[config.mk]
export PLATFORM = sky130hd
export DESIGN_NAME = loteria_sorteador
export DESIGN_NICKNAME = d
export VERILOG_FILES = /design/src/rtl/loteria_sorteador_pkg.sv /design/src/rtl/loteria_sorteador_lfsr16.sv /design/src/rtl/loteria_sorteador_seg7_dec.sv /design/src/rtl/loteria_sorteador.sv
export SDC_FILE = /design/constraint.sdc
export NUM_CORES = 1
export LEC_CHECK = 0
export ABC_AREA = 1
export CAP_MARGIN = 20
export CORE_ASPECT_RATIO = 0.6
export CORE_UTILIZATION = 40
export DETAILED_ROUTE_END_ITERATION = 12
export PLACE_DENSITY = 0.63
export SYNTH_ARGS = -nofsm -noshare
export SYNTH_HDL_FRONTEND = slang
export SYNTH_SLANG_ARGS = --single-unit
export TNS_END_PERCENT = 1
[constraint.sdc]
create_clock -name clk -period 3.6 [get_ports clk]
set_clock_uncertainty 0.1 [all_clocks]
set_input_delay 0.72 -clock clk [delete_from_list [all_inputs] [get_ports clk]]
set_output_delay 0.72 -clock clk [all_outputs]
set_load 0.02 [all_outputs]
[src/rtl/loteria_sorteador_pkg.sv]
// loteria_sorteador_pkg: shared state encoding, 7-segment table and digit helpers
package loteria_sorteador_pkg;
  typedef enum logic [2:0] {S_IDLE, S_DRAW, S_READY, S_SEND, S_FIN, S_DONE} state_t;
  localparam int unsigned NDIG = 5;
  localparam logic [3:0] DIG_DASH = 4'd10;
  localparam logic [3:0] DIG_P = 4'd11;
  // Active-low gfedcba, shared with the checker: 0-9, then '-' and 'P'
  localparam logic [6:0] SEG_TAB [12] = '{
    7'b1000000, 7'b1111001, 7'b0100100, 7'b0110000, 7'b0011001,
    7'b0010010, 7'b0000010, 7'b1111000, 7'b0000000, 7'b0010000,
    7'b0111111, 7'b0001100
  };
  function automatic logic [6:0] seg7(input logic [3:0] d);
    return (d < 4'd12) ? SEG_TAB[d] : 7'b1111111;
  endfunction
  function automatic logic [3:0] bcd_clamp(input logic [3:0] d);
    return (d > 4'd9) ? 4'd9 : d;
  endfunction
endpackage

[src/rtl/loteria_sorteador_lfsr16.sv]
// lfsr16: free-running 16-bit Fibonacci LFSR, taps 16,14,13,11; a zero seed becomes 1
module lfsr16 (
  input  logic        clk,
  input  logic        reset,
  input  logic [15:0] seed,
  output logic [15:0] q
);
  always_ff @(posedge clk or posedge reset)
    if (reset) q <= (seed == 16'h0) ? 16'h0001 : seed;
    else q <= {q[14:0], q[15] ^ q[13] ^ q[12] ^ q[10]};
endmodule

[src/rtl/loteria_sorteador_seg7_dec.sv]
// seg7_dec: digit code to active-low 7-segment pattern
module seg7_dec
  import loteria_sorteador_pkg::*;
(
  input  logic [3:0] bcd_i,
  output logic [6:0] seg_o
);
  always_comb seg_o = seg7(bcd_i);
endmodule

[src/rtl/loteria_sorteador.sv]
// loteria_sorteador: draws or presets a 5-digit BCD number and plays it out as insert/finish pulses
module loteria_sorteador
  import loteria_sorteador_pkg::*;
#(
  parameter logic [15:0] SEED = 16'hACE1,
  parameter int unsigned GAP  = 2
) (
  input  logic        clk,
  input  logic        reset,
  input  logic        draw,
  input  logic        preset,
  input  logic [19:0] preset_bcd,
  input  logic        send,
  output logic [3:0]  num_out,
  output logic        insert_out,
  output logic        finish_out,
  output logic        busy,
  output logic        done,
  output logic [6:0]  HEX4,
  output logic [6:0]  HEX3,
  output logic [6:0]  HEX2,
  output logic [6:0]  HEX1,
  output logic [6:0]  HEX0,
  output logic [8:0]  LEDR
);
  localparam logic [3:0] GAP_C = 4'(GAP);
  state_t state_q, state_d;
  logic [2:0] k_q, k_d, n;
  logic [3:0] c_q, c_d, cand, num_d;
  logic [4:0][3:0] dig_q, dig_d;
  logic [4:0][6:0] seg_w;
  logic [15:0] lfsr_w;
  logic unused_lfsr;
  logic ins_d, fin_d, busy_d, done_d;
  logic [8:0] ledr_d;
  lfsr16 u_lfsr (.clk(clk), .reset(reset), .seed(SEED), .q(lfsr_w));
  assign cand = lfsr_w[3:0];
  assign unused_lfsr = ^lfsr_w[15:4];
  for (genvar g = 0; g < NDIG; g++) begin : g_seg
    seg7_dec u_seg (.bcd_i(dig_q[g]), .seg_o(seg_w[g]));
  end
  always_ff @(posedge clk or posedge reset)
    if (reset) begin
      state_q <= S_IDLE;
      k_q <= '0;
      c_q <= '0;
      dig_q <= '0;
    end else begin
      state_q <= state_d;
      k_q <= k_d;
      c_q <= c_d;
      dig_q <= dig_d;
    end
  always_comb begin
    state_d = state_q;
    k_d = k_q;
    c_d = c_q;
    dig_d = dig_q;
    case (state_q)
      S_IDLE, S_READY, S_DONE: begin
        if (preset) begin
          for (int j = 0; j < NDIG; j++) dig_d[j] = bcd_clamp(preset_bcd[19-4*j -: 4]);
          k_d = 3'd5;
          state_d = S_READY;
        end else if (draw) begin
          dig_d = '0;
          k_d = '0;
          state_d = S_DRAW;
        end else if (state_q == S_READY && send) begin
          k_d = '0;
          c_d = '0;
          state_d = S_SEND;
        end
      end
      S_DRAW: if (cand <= 4'd9) begin
        dig_d[k_q] = cand;
        k_d = k_q + 3'd1;
        state_d = (k_q == 3'd4) ? S_READY : S_DRAW;
      end
      // Each digit occupies GAP+1 cycles; the pulse goes out on count 0
      S_SEND: begin
        c_d = (c_q == GAP_C) ? 4'd0 : c_q + 4'd1;
        k_d = (c_q == GAP_C) ? k_q + 3'd1 : k_q;
        state_d = (c_q == GAP_C && k_q == 3'd4) ? S_FIN : S_SEND;
      end
      S_FIN: begin
        c_d = (c_q == GAP_C) ? 4'd0 : c_q + 4'd1;
        state_d = (c_q == GAP_C) ? S_DONE : S_FIN;
      end
      default: state_d = S_IDLE;
    endcase
  end
  always_comb begin
    ins_d = state_q == S_SEND && c_q == 4'd0;
    fin_d = state_q == S_FIN && c_q == 4'd0;
    num_d = ins_d ? dig_q[k_q] : num_out;
    busy_d = state_q inside {S_DRAW, S_SEND, S_FIN};
    done_d = state_q == S_DONE;
    n = (state_q == S_SEND) ? k_q + 3'd1 :
        (state_q inside {S_FIN, S_DONE}) ? 3'd5 :
        (state_q inside {S_DRAW, S_READY}) ? k_q : 3'd0;
    ledr_d = {done_d, 3'b000, 5'((6'd1 << n) - 6'd1)};
  end
  always_ff @(posedge clk or posedge reset)
    if (reset) begin
      num_out <= '0;
      insert_out <= 1'b0;
      finish_out <= 1'b0;
      busy <= 1'b0;
      done <= 1'b0;
      LEDR <= '0;
      HEX4 <= SEG_TAB[0];
      HEX3 <= SEG_TAB[0];
      HEX2 <= SEG_TAB[0];
      HEX1 <= SEG_TAB[0];
      HEX0 <= SEG_TAB[0];
    end else begin
      num_out <= num_d;
      insert_out <= ins_d;
      finish_out <= fin_d;
      busy <= busy_d;
      done <= done_d;
      LEDR <= ledr_d;
      HEX4 <= seg_w[0];
      HEX3 <= seg_w[1];
      HEX2 <= seg_w[2];
      HEX1 <= seg_w[3];
      HEX0 <= seg_w[4];
    end
endmodule

Yosys cells after proc, flatten, opt, wreduce, memory -nomap -nowiden

Memories as Yosys holds them, arrays and structs flattened.
Cells that the tools add are included.

Memory bits (read-only): 560
Memories: 5
Bits of input ports: 25
Bits in registers: 95
Logic and storage cells: 139
Output and inout port bits: 52

$add $sub $neg: 3
Bitwise operators: 8
Shift-type cells: 1
$lt $le $gt $ge: 18
Reduce and logical (&&, ||, !) cells: 19
Equal/unequal tests: 14
Muxes and demuxes: 51

Memories:

| name             | depth | width | rd ports | clocked after memory_dff | write ports | line                        | text |
|---|---|---|---|---|---|---|---|
| (name not given) | 16    | 7     | 1        | 0                        | 0           | loteria_sorteador_pkg.sv:14 | `return (d < 4'd12) ? SEG_TAB[d] : 7'b1111111;` |
| (name not given) | 16    | 7     | 1        | 0                        | 0           | loteria_sorteador_pkg.sv:14 |  |
| (name not given) | 16    | 7     | 1        | 0                        | 0           | loteria_sorteador_pkg.sv:14 |  |
| (name not given) | 16    | 7     | 1        | 0                        | 0           | loteria_sorteador_pkg.sv:14 |  |
| (name not given) | 16    | 7     | 1        | 0                        | 0           | loteria_sorteador_pkg.sv:14 |  |

Operators by type and width:

| cell                | count |
|---|---|
| $mux 7              | 15 |
| $mux 20             | 3 |
| $mux 4              | 11 |
| $pmux 20 s2         | 1 |
| $mux 3              | 13 |
| $ge 5x5->1 const B  | 5 |
| $not 4->5           | 5 |
| $bwmux 20           | 1 |
| $gt 4x4->1 const B  | 5 |
| $lt 4x4->1 const B  | 5 |
| $bmux 4 s3          | 1 |
| $demux 4 s3         | 1 |
| $pmux 3 s4          | 1 |
| $ne 2x2->1 const B  | 5 |
| $eq 3x3->1 const B  | 3 |
| $pmux 3 s3          | 1 |
| $pmux 4 s2          | 1 |
| $reduce_and 4->1    | 2 |
| $reduce_bool 2->1   | 4 |
| $eq 3x2->1 const B  | 2 |
| $reduce_bool 3->1   | 2 |
| $logic_and 1x1->1   | 5 |
| $shl 1x3->5 const A | 1 |
| $sub 5x1->5 const B | 1 |
| other kinds (18)    | 20 |

Logic depth before layout (Yosys ltp)

Depth in word-level cells: 7
Mapped depth: 13

Worst setup path after synthesis

No wires, ideal clock.

Path type: reg2reg
Start point: register k_q[0]
End point: register LEDR[4]
Setup slack: 1.707 ns
Data arrival time: 1.676 ns
Period minus slack after synthesis: 1.893 ns
Setup time: 0.117 ns
Cell stages (with the launch flop): 13
Cell sequence: dfrtp_1 clkbuf_2 inv_1 ha_1 inv_1 o21ai_0 nor2_1 nand2_1 ha_1 inv_1 nor2_1 nand2_1 nand2_1

Cells in the longest elaborated chain, start to end: 5
Elaborated cells between the ends (all ways): 6
Those cells by class: add/sub (2); shift (1); mux (3)

Ends and longest elaborated chain:

| element                                                             | line                     | text |
|---|---|---|
| start, declared                                                     | loteria_sorteador.sv:28  | `logic [2:0] k_q, k_d, n;` |
| start signal, assigned                                              | loteria_sorteador.sv:50  | `k_q <= k_d;` |
| parallel branches: the longest is 2 deep, another holds $add 3x1->3 | n/a                      |  |
| $mux 3 *                                                            | loteria_sorteador.sv:99  | `n = (state_q == S_SEND) ? k_q + 3'd1 :` |
| $shl 1x3->5 *                                                       | loteria_sorteador.sv:102 | `ledr_d = {done_d, 3'b000, 5'((6'd1 << n) - 6'd1)};` |
| $sub 5x1->5 *                                                       | loteria_sorteador.sv:102 |  |
| net ledr_d[4]                                                       | loteria_sorteador.sv:35  | `logic [8:0] ledr_d;` |
| end signal, assigned                                                | loteria_sorteador.sv:123 | `LEDR <= ledr_d;` |
| end, declared                                                       | loteria_sorteador.sv:24  | `output logic [8:0] LEDR` |

Mark *: on every way through the listed nets, which the timed path passes.
A chain may end at the register's enable or synchronous reset.

Worst setup path after layout

Start point: register HEX0[6]
End point: output HEX0[6]

RTL lines:

| element                | line                     | text |
|---|---|---|
| start, declared        | loteria_sorteador.sv:23  | `output logic [6:0] HEX0,` |
| start signal, assigned | loteria_sorteador.sv:116 | `HEX0 <= SEG_TAB[0];` |
| start signal, assigned | loteria_sorteador.sv:128 | `HEX0 <= seg_w[4];` |

No word-level cell between the ends.

==> key figures <==
Floorplanning
  • Chip Width: 143.7 um
  • Starting Density: 41.85%
  • # rows: 30
  • Core ar.: 0.01152 sq mm
  • Die height: 87.05 um
  • Ports: 77
  • Die ar.: 0.01251 sq mm

Yosys
  • Asr flop ratio synth: 100.0%
  • Warnings, synthesis: 0
  • Synth unique cells: 42
  • Syn avg cell area: 8.980 sq um
  • Synth Flop Type: dfrtp_1
  • Post-Syn Area: 0.004822 sq mm
  • Register area share after synthesis: 49.12%
  • Yosys reg bits: 94
  • Mapped Cells: between 500 and 600
  • Number of synthesized flops with an enable pin: 0

STA
  • Final min period: about 2.3 ns
  • Setup-failing EPs final: 0
  • Final hold violations: 0
  • Fin. max-slew vios: 0
  • TNS Setup: 0 ns
  • Max_slew headroom: around 64%
  • Slew at the pin with the worst max-slew slack: 0.5356 ns
  • Final Cycle Share: 63.35%
  • Fmax: about 440 MHz
  • RSZ-0062 raised after global routing: false

Worst hold path
  • Hold Crit Class: reg2reg
  • Hold Path Stages: 0
  • Hold Startpoint: u_lfsr.q[8]
  • WHS Endpoint: u_lfsr.q[9]

Pwr
  • Net Switching: 2.336 mW
  • Tot Pwr: 5.412 mW
  • Register share of total power: about a third
  • Lkg Pwr: 2.841 nW
  • P per Cell Area: 897.7 mW/mm^2
  • P_int: 3.076 mW
  • Switching share of power: between 40% and 50%
  • Clk pwr share: 18.9%
  • Comb power frac: 47.9%
  • Worst VDD drop: approximately 0.35 mV

CTS
  • Clk sinks: 94
  • Hold buffers post-CTS: 0
  • Number of gates resized after cts: 0
  • Clock latency on the worst-skew pair: between 0.3 and 0.4 ns
  • Clock transition at path regs: 0.06 ns
  • CTS tree: yes
  • Post-CTS setup buffers: 0
  • TritonCTS Buffers: 9
  • Longest Clk Path Bufs: 2
  • Root buf cell: clkbuf_16
  • CTS H-tree lvls: 3

Drt
  • Wire per inst: 14.20 um
  • DRC Markers: 0
  • Vias: 3931
  • DR pass1 iterations: 5
  • 1st-iter DRT viols: 233
  • Post-route ant nets: 0
  • DR vias/cell: 5.072
  • Final wirelength: between 10 and 15 mm

Setup path
  • Setup crit start: HEX0[6]
  • Crit path max-delay family: buffers and inverters
  • CP Cell Sequence: clkdlybuf4s50_1
  • Critical Path Start Type: flip-flop
  • Worst path required time: 2.78 ns
  • CP bufs+invs: 1
  • Max FO, Critical Path: 1
  • Reg2reg start: k_q[0]
  • CP endpoint kind: primary output
  • CP Class: reg2out
  • Slowest cell on crit path: clkdlybuf4s50_1
  • Crit path DAT: 1.46 ns
  • R2R Path End: LEDR[4]
  • CP peak stage delay: slightly below 0.6 ns
  • R2R Setup Slk: 1.44 ns
  • Reg2reg path depth: 11

Global route
  • First-pass GRT wire length: 18.64 mm
  • GRT Total Usage: 19.50%
  • Total grt overflow: 0
  • Initial antenna violation count: 0
  • Largest net degree at the start of global routing: 95
  • Via count of the first global-routing pass: 3755

Finish
  • Most frequent cells in the layout: 128 x nand2_1, 81 x dfrtp_1, 73 x clkdlybuf4s50_1
  • Layout cell share with drive strength beyond 1: 8.943%
  • Diode count: 0
  • Area Overhead vs Synth: 25.01%
  • Most common cell after layout, fill and taps aside: nand2_1
  • Nets@finish: 671

Outcome
  • Outcome: completed

Placement
  • DPL Wire Length: 8.112 mm
  • Placer Congestion: 0.8228
  • IO Port Bufs: 73

Run
  • Max-Cap Viols: 0
==> worst max path at each step <==
stage,endpoint,slack [ns],cells past startpoint
final,HEX0[6],1.32,1
after global routing,LEDR[4],1.16,12
after CTS,HEX0[6],1.31,1
after detailed placement,dig_q[7],1.32,8
after global placement,dig_q[16],1.40,8
after floorplan,HEX0[0],0.35,1
==> kinds of logic after synthesis <==
logic type                 count (synthesis)  synth area share [%]
buffers and inverters                     75                 6.305
xor gates and xnor gates                   4                0.7267
DFF                                       94                 49.12
adders and majority gates                 36                 9.341
AOI/OAI and AO/OA                        114                 14.45
other                                      1               0.07777
and+or+nand+nor                          213                 19.98
==> synth_stat cells (2+ instances only) <==
| master | number | area share, % |
|---|---|---|
| a31oi_1 | 3 | 0.39 |
| buf_2 | 2 | 0.21 |
| buf_4 | 5 | 0.78 |
| nand2_2 | 2 | 0.26 |
| a21oi_1 | 15 | 1.6 |
| nand3_4 | 4 | 1.5 |
| o311ai_0 | 4 | 0.73 |
| nor2_1 | 40 | 3.1 |
| o21bai_1 | 2 | 0.31 |
| clkbuf_1 | 6 | 0.47 |
| o211ai_1 | 12 | 1.9 |
| o2111ai_1 | 3 | 0.54 |
| ha_1 | 36 | 9.3 |
| nand4_1 | 5 | 0.65 |
| nand3_1 | 19 | 2.0 |
| xnor2_1 | 3 | 0.54 |
| o21ai_1 | 23 | 2.4 |
| inv_1 | 57 | 4.4 |
| nor2_2 | 2 | 0.26 |
| nand3_2 | 3 | 0.62 |
| o21ai_0 | 28 | 2.9 |
| dfrtp_1 | 81 | 42 |
| or2_2 | 4 | 0.52 |
| o22ai_1 | 8 | 1.0 |
| dfstp_2 | 13 | 7.1 |
| inv_2 | 4 | 0.31 |
| nand2_1 | 128 | 10 |
| a22oi_1 | 11 | 1.7 |
==> registers in the layout (all words and copies together) (netlist names) <==
signal,flops
insert_out,1
HEX3,7
HEX1,7
state_q,3
finish_out,1
HEX4,7
HEX0,7
k_q,3
busy,1
c_q,4
HEX2,7
num_out,4
LEDR,6
u_lfsr.q,16
dig_q,20
==> layer usage <==
| layer | part of all wire, % | up-vias | GRT usage, % |
|---|---|---|---|
| li1 | - | 1923 | - |
| met1 | 50 | 1865 | 28.28 |
| met2 | 42 | 135 | 29.26 |
| met3 | 7.5 | 8 | 5.058 |
| met4 | 0.79 | 0 | 4.062 |
| met5 | 0 | - | 0 |
==> metrics by stage <==
stage | worst slack [ns] | hold WS, ns | std cells | utilization, % | instance area (sq um)
after detailed placement | 1.323 | 0.2373 | 759 | 49.52 | 5707
after CTS | 1.306 | 0.2525 | 775 | 52.31 | 6028
after floorplan | 0.3528 | 0.2312 | 539 | - | 4830
after global routing | 1.158 | 0.2594 | 775 | 52.31 | 6028
final | 1.319 | 0.2506 | 775 | 52.31 | 6028
after global placement | 1.404 | 0.2332 | 759 | 49.52 | 5707
==> power groups by stage <==
stage | registers [mW] | logic (mW) | clock network [mW]
3_3_place_gp | 1.80 | 2.52 | 0
3_5_place_dp | 1.81 | 2.58 | 0
6_report | 1.80 | 2.59 | 1.02
4_1_cts | 1.79 | 2.60 | 1.04
2_1_floorplan | 1.94 | 1.55 | 0
5_1_grt | 1.85 | 2.94 | 1.09
==> area by class of cell <==
cell class / instances / area (sq um)
Clock inverter: 7 / 96.34
Sequential cell: 94 / 2369
Inverter: 61 / 230.2
Multi-Input combinational cell: 370 / 2157
Fill cell: 1045 / 5495
Timing Repair Buffer: 74 / 750.7
Clock buffer: 9 / 225.2
Tap cell: 160 / 200.2
Note: power is estimated with default switching activity, not from simulation.
==> edit 1: new RTL, same flow settings <==
Put one more register stage on the output `HEX1`, with the module's reset. The value now appears one clock later. The other outputs are not delayed to match.
--- a/src/rtl/loteria_sorteador.sv
+++ b/src/rtl/loteria_sorteador.sv
@@ -24,6 +24,8 @@
   output logic [8:0]  LEDR
 );
   localparam logic [3:0] GAP_C = 4'(GAP);
+
+  logic [6:0] HEX1_s0;
   state_t state_q, state_d;
   logic [2:0] k_q, k_d, n;
   logic [3:0] c_q, c_d, cand, num_d;
@@ -112,7 +114,7 @@
       HEX4 <= SEG_TAB[0];
       HEX3 <= SEG_TAB[0];
       HEX2 <= SEG_TAB[0];
-      HEX1 <= SEG_TAB[0];
+      HEX1_s0 <= SEG_TAB[0];
       HEX0 <= SEG_TAB[0];
     end else begin
       num_out <= num_d;
@@ -124,8 +126,16 @@
       HEX4 <= seg_w[0];
       HEX3 <= seg_w[1];
       HEX2 <= seg_w[2];
-      HEX1 <= seg_w[3];
+      HEX1_s0 <= seg_w[3];
       HEX0 <= seg_w[4];
     end
+  always_ff @(posedge clk or posedge reset) begin
+    if (reset) begin
+      HEX1 <= '0;
+    end else begin
+      HEX1 <= HEX1_s0;
+    end
+  end
+
 endmodule
 
Formal check against the unedited RTL: not equivalent (Yosys sat finds a counterexample within 4 cycles, from zero or initial values and one cycle with reset high).
==> edit 1 against the unedited design <==
Sequential cell count is 7 higher. Wire length rose by 4.3%. Total power rose by 0.43%. Sequential power increased by 4%. Worst setup slack lost 0.014 ns. Final area is 2.6% higher. Synthesized cell count up 5.4%. Critical path type unchanged. Register-to-register slack improved by 0.02 ns. Area after synthesis grew 3.6%. Die area up 3.5%.
==> edit 1: results (changes against the unedited design) <==
Synth Instances=566 (+5.4%); Crit. Startpoint=HEX3[6]$_DFF_PP1_; layout cell share with drive strength beyond 1=7.63% (-1.3 points); power in sequential cells=1.88 mW (+4%); worst vdd ir=0.320 mV (-8.3%); Compound-Gate Fraction of Synth Area=11.7% (-2.8 points); starting density of the core=41.3% (-0.56 points); Post-Synth XOR/XNOR Area=0.701% (-0.025 points); Layout Cells excl Fill=807 (+4.1%); wire per inst=14.2 um (+0.16%); Place WS=0.970 ns (-0.353 ns); Comb pwr share=46.4% (-1.5 points); Placed Area=5860 um2 (+2.7%); worst-margin pin slew=0.600 ns (+0.0640 ns); sequential share of the synthesized area=50.9% (+1.8 points); total number of vias=4056 (+3.2%); FF-to-FF End=LEDR[4]$_DFF_PP0_; Placer Congestion=0.866 (+5.2%); area share of fa/ha/maj cells after synthesis=9.02% (-0.33 points); PnR worst setup slack=1.31 ns (-0.0136 ns); Worst Min Path Start=HEX1_s0[0]$_DFF_PP0_; leading cell types by count after synthesis=157 x nand2_1, 88 x dfrtp_1, 48 x inv_1, 48 x o21ai_0, 47 x nand3_1; Leak=3.01 nW (+5.9%); fin nets=698 (+4.0%); first-pass GRT wire length=19000 um (+2.1%); status=finished, final reports clean; DR iter-0 viols=275 (+18%); FF-to-FF path depth=13 (+2); CP Capture Point=HEX3[6]; HPWL Detailed=8520 um (+5.0%); post-synth cell types=33 (-21%); top cells by area, synth=dfrtp_1 44%, nand2_1 12%, ha_1 9.0%, dfstp_2 6.8%, o21ai_0 4.8%
-- edit 1: through the flow --
step / power [mW] / hold slack, ns / utilization, %
2_1_floorplan: 3.54 / 0.231 / -
3_3_place_gp: 4.35 / 0.231 / 48.4
3_5_place_dp: 4.40 / 0.237 / 48.4
4_1_cts: 5.47 / 0.252 / 51.1
5_1_grt: 5.88 / 0.252 / 51.1
6_report: 5.44 / 0.249 / 51.1
-- edit 1: layout make-up --
| type | count | area (um2) |
|---|---|---|
| clock inverter | 6 | 86.3 |
| timing repair buffer | 75 | 758 |
| inverter | 52 | 198 |
| sequential | 101 | 2540 |
| tap | 165 | 206 |
| fill | 1115 | 5920 |
| multi-input combinational | 398 | 2150 |
| clock buffer | 10 | 239 |
-- edit 1: metal layers --
layer  global-route usage [%]  part of all wire, %  routed length [um]  vias to the layer above
met5                        0                    0                   0                        -
li1                         -                    -                   -                     1986
met3                     4.48                  5.8                 664                       23
met2                     27.2                   40                4630                      123
met4                     6.91                  1.9                 216                        0
met1                     28.3                   52                5970                     1924
==> edit 2: new RTL, same settings <==
Without the edit above. Remove the register `HEX0`: a continuous assignment takes its place, so the output `HEX0` follows one clock earlier.
--- a/src/rtl/loteria_sorteador.sv
+++ b/src/rtl/loteria_sorteador.sv
@@ -113,7 +113,6 @@
       HEX3 <= SEG_TAB[0];
       HEX2 <= SEG_TAB[0];
       HEX1 <= SEG_TAB[0];
-      HEX0 <= SEG_TAB[0];
     end else begin
       num_out <= num_d;
       insert_out <= ins_d;
@@ -125,7 +124,8 @@
       HEX3 <= seg_w[1];
       HEX2 <= seg_w[2];
       HEX1 <= seg_w[3];
-      HEX0 <= seg_w[4];
     end
+
+  assign HEX0 = seg_w[4];
 endmodule
 
Formal check against the unedited RTL: not equivalent (Yosys sat finds a counterexample within 4 cycles, from zero or initial values and one cycle with reset high).
==> edit 2 against the unedited design <==
Wire length up 3.5%. Die area down 3.9%. Fmax down 24%. Non-clock buffer count unchanged. Total power down 5.2%. Clock power down 13%. Area after synthesis down 4.0%. Sequential power down 9%. Sequential cell count down 7. Worst setup slack worse by 0.72 ns. Sequential share of layout area down 1.3 points. Cell count up 1.7%. Final area down 4.3%. Critical path type unchanged. Largest cell class unchanged. Highest routed layer unchanged.
==> edit 2: results (changes against the unedited design) <==
sequential share of the synthesized area=47.3% (-1.8 points); Setup TNS Final=0 ns (unchanged); CP max stage delay=0.69 ns (+0.10 ns); Pre-Repair DR Iteration Count=5 (unchanged); Slew headroom=63.3% (-0.82 points); postcts setup bufs=0 (unchanged); largest registers=dig_q: 20 flops, u_lfsr.q: 16 flops; top cells by area, synth=dfrtp_1 41%, nand2_1 13%, ha_1 9.7%, dfstp_2 6.8%, nand3_1 5.1%; largest net degree at the start of global routing=88 (-7.4%); total track usage=20.2% (+0.73 points); Leak=2.79 nW (-1.8%); Cells after DPL=772 (+1.7%); clock latency on the worst-skew pair=0.34 ns (about the same); commonest non-fill, non-tap cell in the layout=nand2_1; clock-pin slew on the worst setup and hold paths=~0.070 ns; Crit Path Max Fanout=5 (+4); Place WS=0.995 ns (-0.328 ns); WP data arrival=2.18 ns (+0.72 ns); WL final=11400 um (+3.5%); clock tree buffer depth=2 (unchanged); HPWL Detailed=8360 um (+3.1%); TritonCTS Buffers=9 (unchanged); CTS root buf=clkbuf_16; Ys Warns=0 (unchanged); vias in the first global route=3726 (-0.77%); worst vdd ir=0.548 mV (+57%); Placer Congestion=0.859 (+4.4%); Placed Area=5480 um2 (-3.9%); DR iter-0 viols=382 (+64%); # H-tree levels=3 (unchanged); Synth async-reset ratio=100% (unchanged); layout cell share with drive strength beyond 1=7.80% (-1.1 points); initial antenna violation count=0 (unchanged); Slowest-stage cell, CP=clkdlybuf4s50_1; first-pass GRT wire length=18800 um (+0.85%); Hold Crit Class=flip-flop to flip-flop; Avg Inst Size Synth=8.36 um2 (-6.9%); Primary FF master, synth=dfrtp_1; Port Buffer Count=73 (unchanged); status=finished, final reports clean; Sw Ratio=45.2% (+2.1 points); post-synth cell types=34 (-19%); cts repair resizes=0 (unchanged); Top delay family on crit path=buffers and inverters; leading cell types by count after synthesis=159 x nand2_1, 75 x dfrtp_1, 47 x inv_1, 47 x nand3_1, 43 x o21ai_0; vias per cell=5.06 (-0.25%); wire per inst=14.5 um (+1.8%); fin nets=684 (+1.9%); ant diodes=0 (unchanged)
==> edit 2: cell count changes after synthesis, moves of 4 or more <==
cell	before	now
nand2_1	128	159
nand3_1	19	47
o21ai_1	23	3
o21ai_0	28	43
a22oi_1	11	0
inv_1	57	47
dfrtp_1	81	75
o22ai_1	8	14
nand3_4	4	0
==> edit 2: path summary, 6_finish.rpt <==
| kind | slack, ns | start | end | cells past startpoint |
|---|---|---|---|---|
| setup / recovery | 0.60 | dig_q[16]$_DFFE_PP0P_ | HEX0[5] | 4 |
| hold / removal | 0.25 | u_lfsr.q[14]$_DFF_PP0_ | u_lfsr.q[15]$_DFF_PP1_ | 0 |
| setup reg to reg | 1.42 | k_q[0]$_DFFE_PP0P_ | LEDR[4]$_DFF_PP0_ | 11 |
| hold reg to reg | 0.25 | u_lfsr.q[14]$_DFF_PP0_ | u_lfsr.q[15]$_DFF_PP1_ | 0 |
| max in group asynchronous | 2.30 | reset | u_lfsr.q[11]$_DFF_PP1_ | 3 |
| min in group asynchronous | 0.66 | reset | HEX4[4]$_DFF_PP0_ | 3 |
==> edit 2: power by group through the flow <==
stage / sequential (mW) / clock [mW] / combinational [mW]
finish: 1.63 / 0.889 / 2.61
global route: 1.68 / 0.954 / 2.93
CTS: 1.63 / 0.910 / 2.60
detailed placement: 1.64 / 0 / 2.58
global placement: 1.63 / 0 / 2.53
floorplan: 1.75 / 0 / 1.57
==> edit 2: worst register-to-register path, cell delays in order, from the launching register on <==
cell,delay (ns)
dfrtp_1,0.53
inv_1,0.13
ha_1,0.30
inv_1,0.06
o21ai_0,0.32
nor2_1,0.10
nand2_1,0.11
ha_1,0.18
inv_1,0.08
nor2_1,0.11
nand2_1,0.05
nand2_1,0.05
==> edit 2: kinds of logic after synthesis <==
kind of cell,share of synthesized area [%]
other,0.0810
AOI/OAI and AO/OA,12.3
and+or+nand+nor,23.0
xor gates and xnor gates,0.757
DFF,47.3
adders and majority gates,9.73
buffers and inverters,6.70
==> edit 2: cell type report <==
class / count / area (um2)
Tap cell: 160 / 200
Sequential cell: 87 / 2190
Inverter: 54 / 204
Clock buffer: 10 / 239
Multi-Input combinational cell: 397 / 2140
Clock inverter: 6 / 45.0
Fill cell: 1036 / 5530
Timing Repair Buffer: 74 / 751
==> edit 2: metal layers <==
metal  track usage [%]  vias to the layer above  wire length, um
li1                  -                     1952                -
met1              30.7                     1867             5890
met2              28.2                      152             4540
met3              4.63                       16              801
met4              6.32                        0              167
met5                 0                        -                0
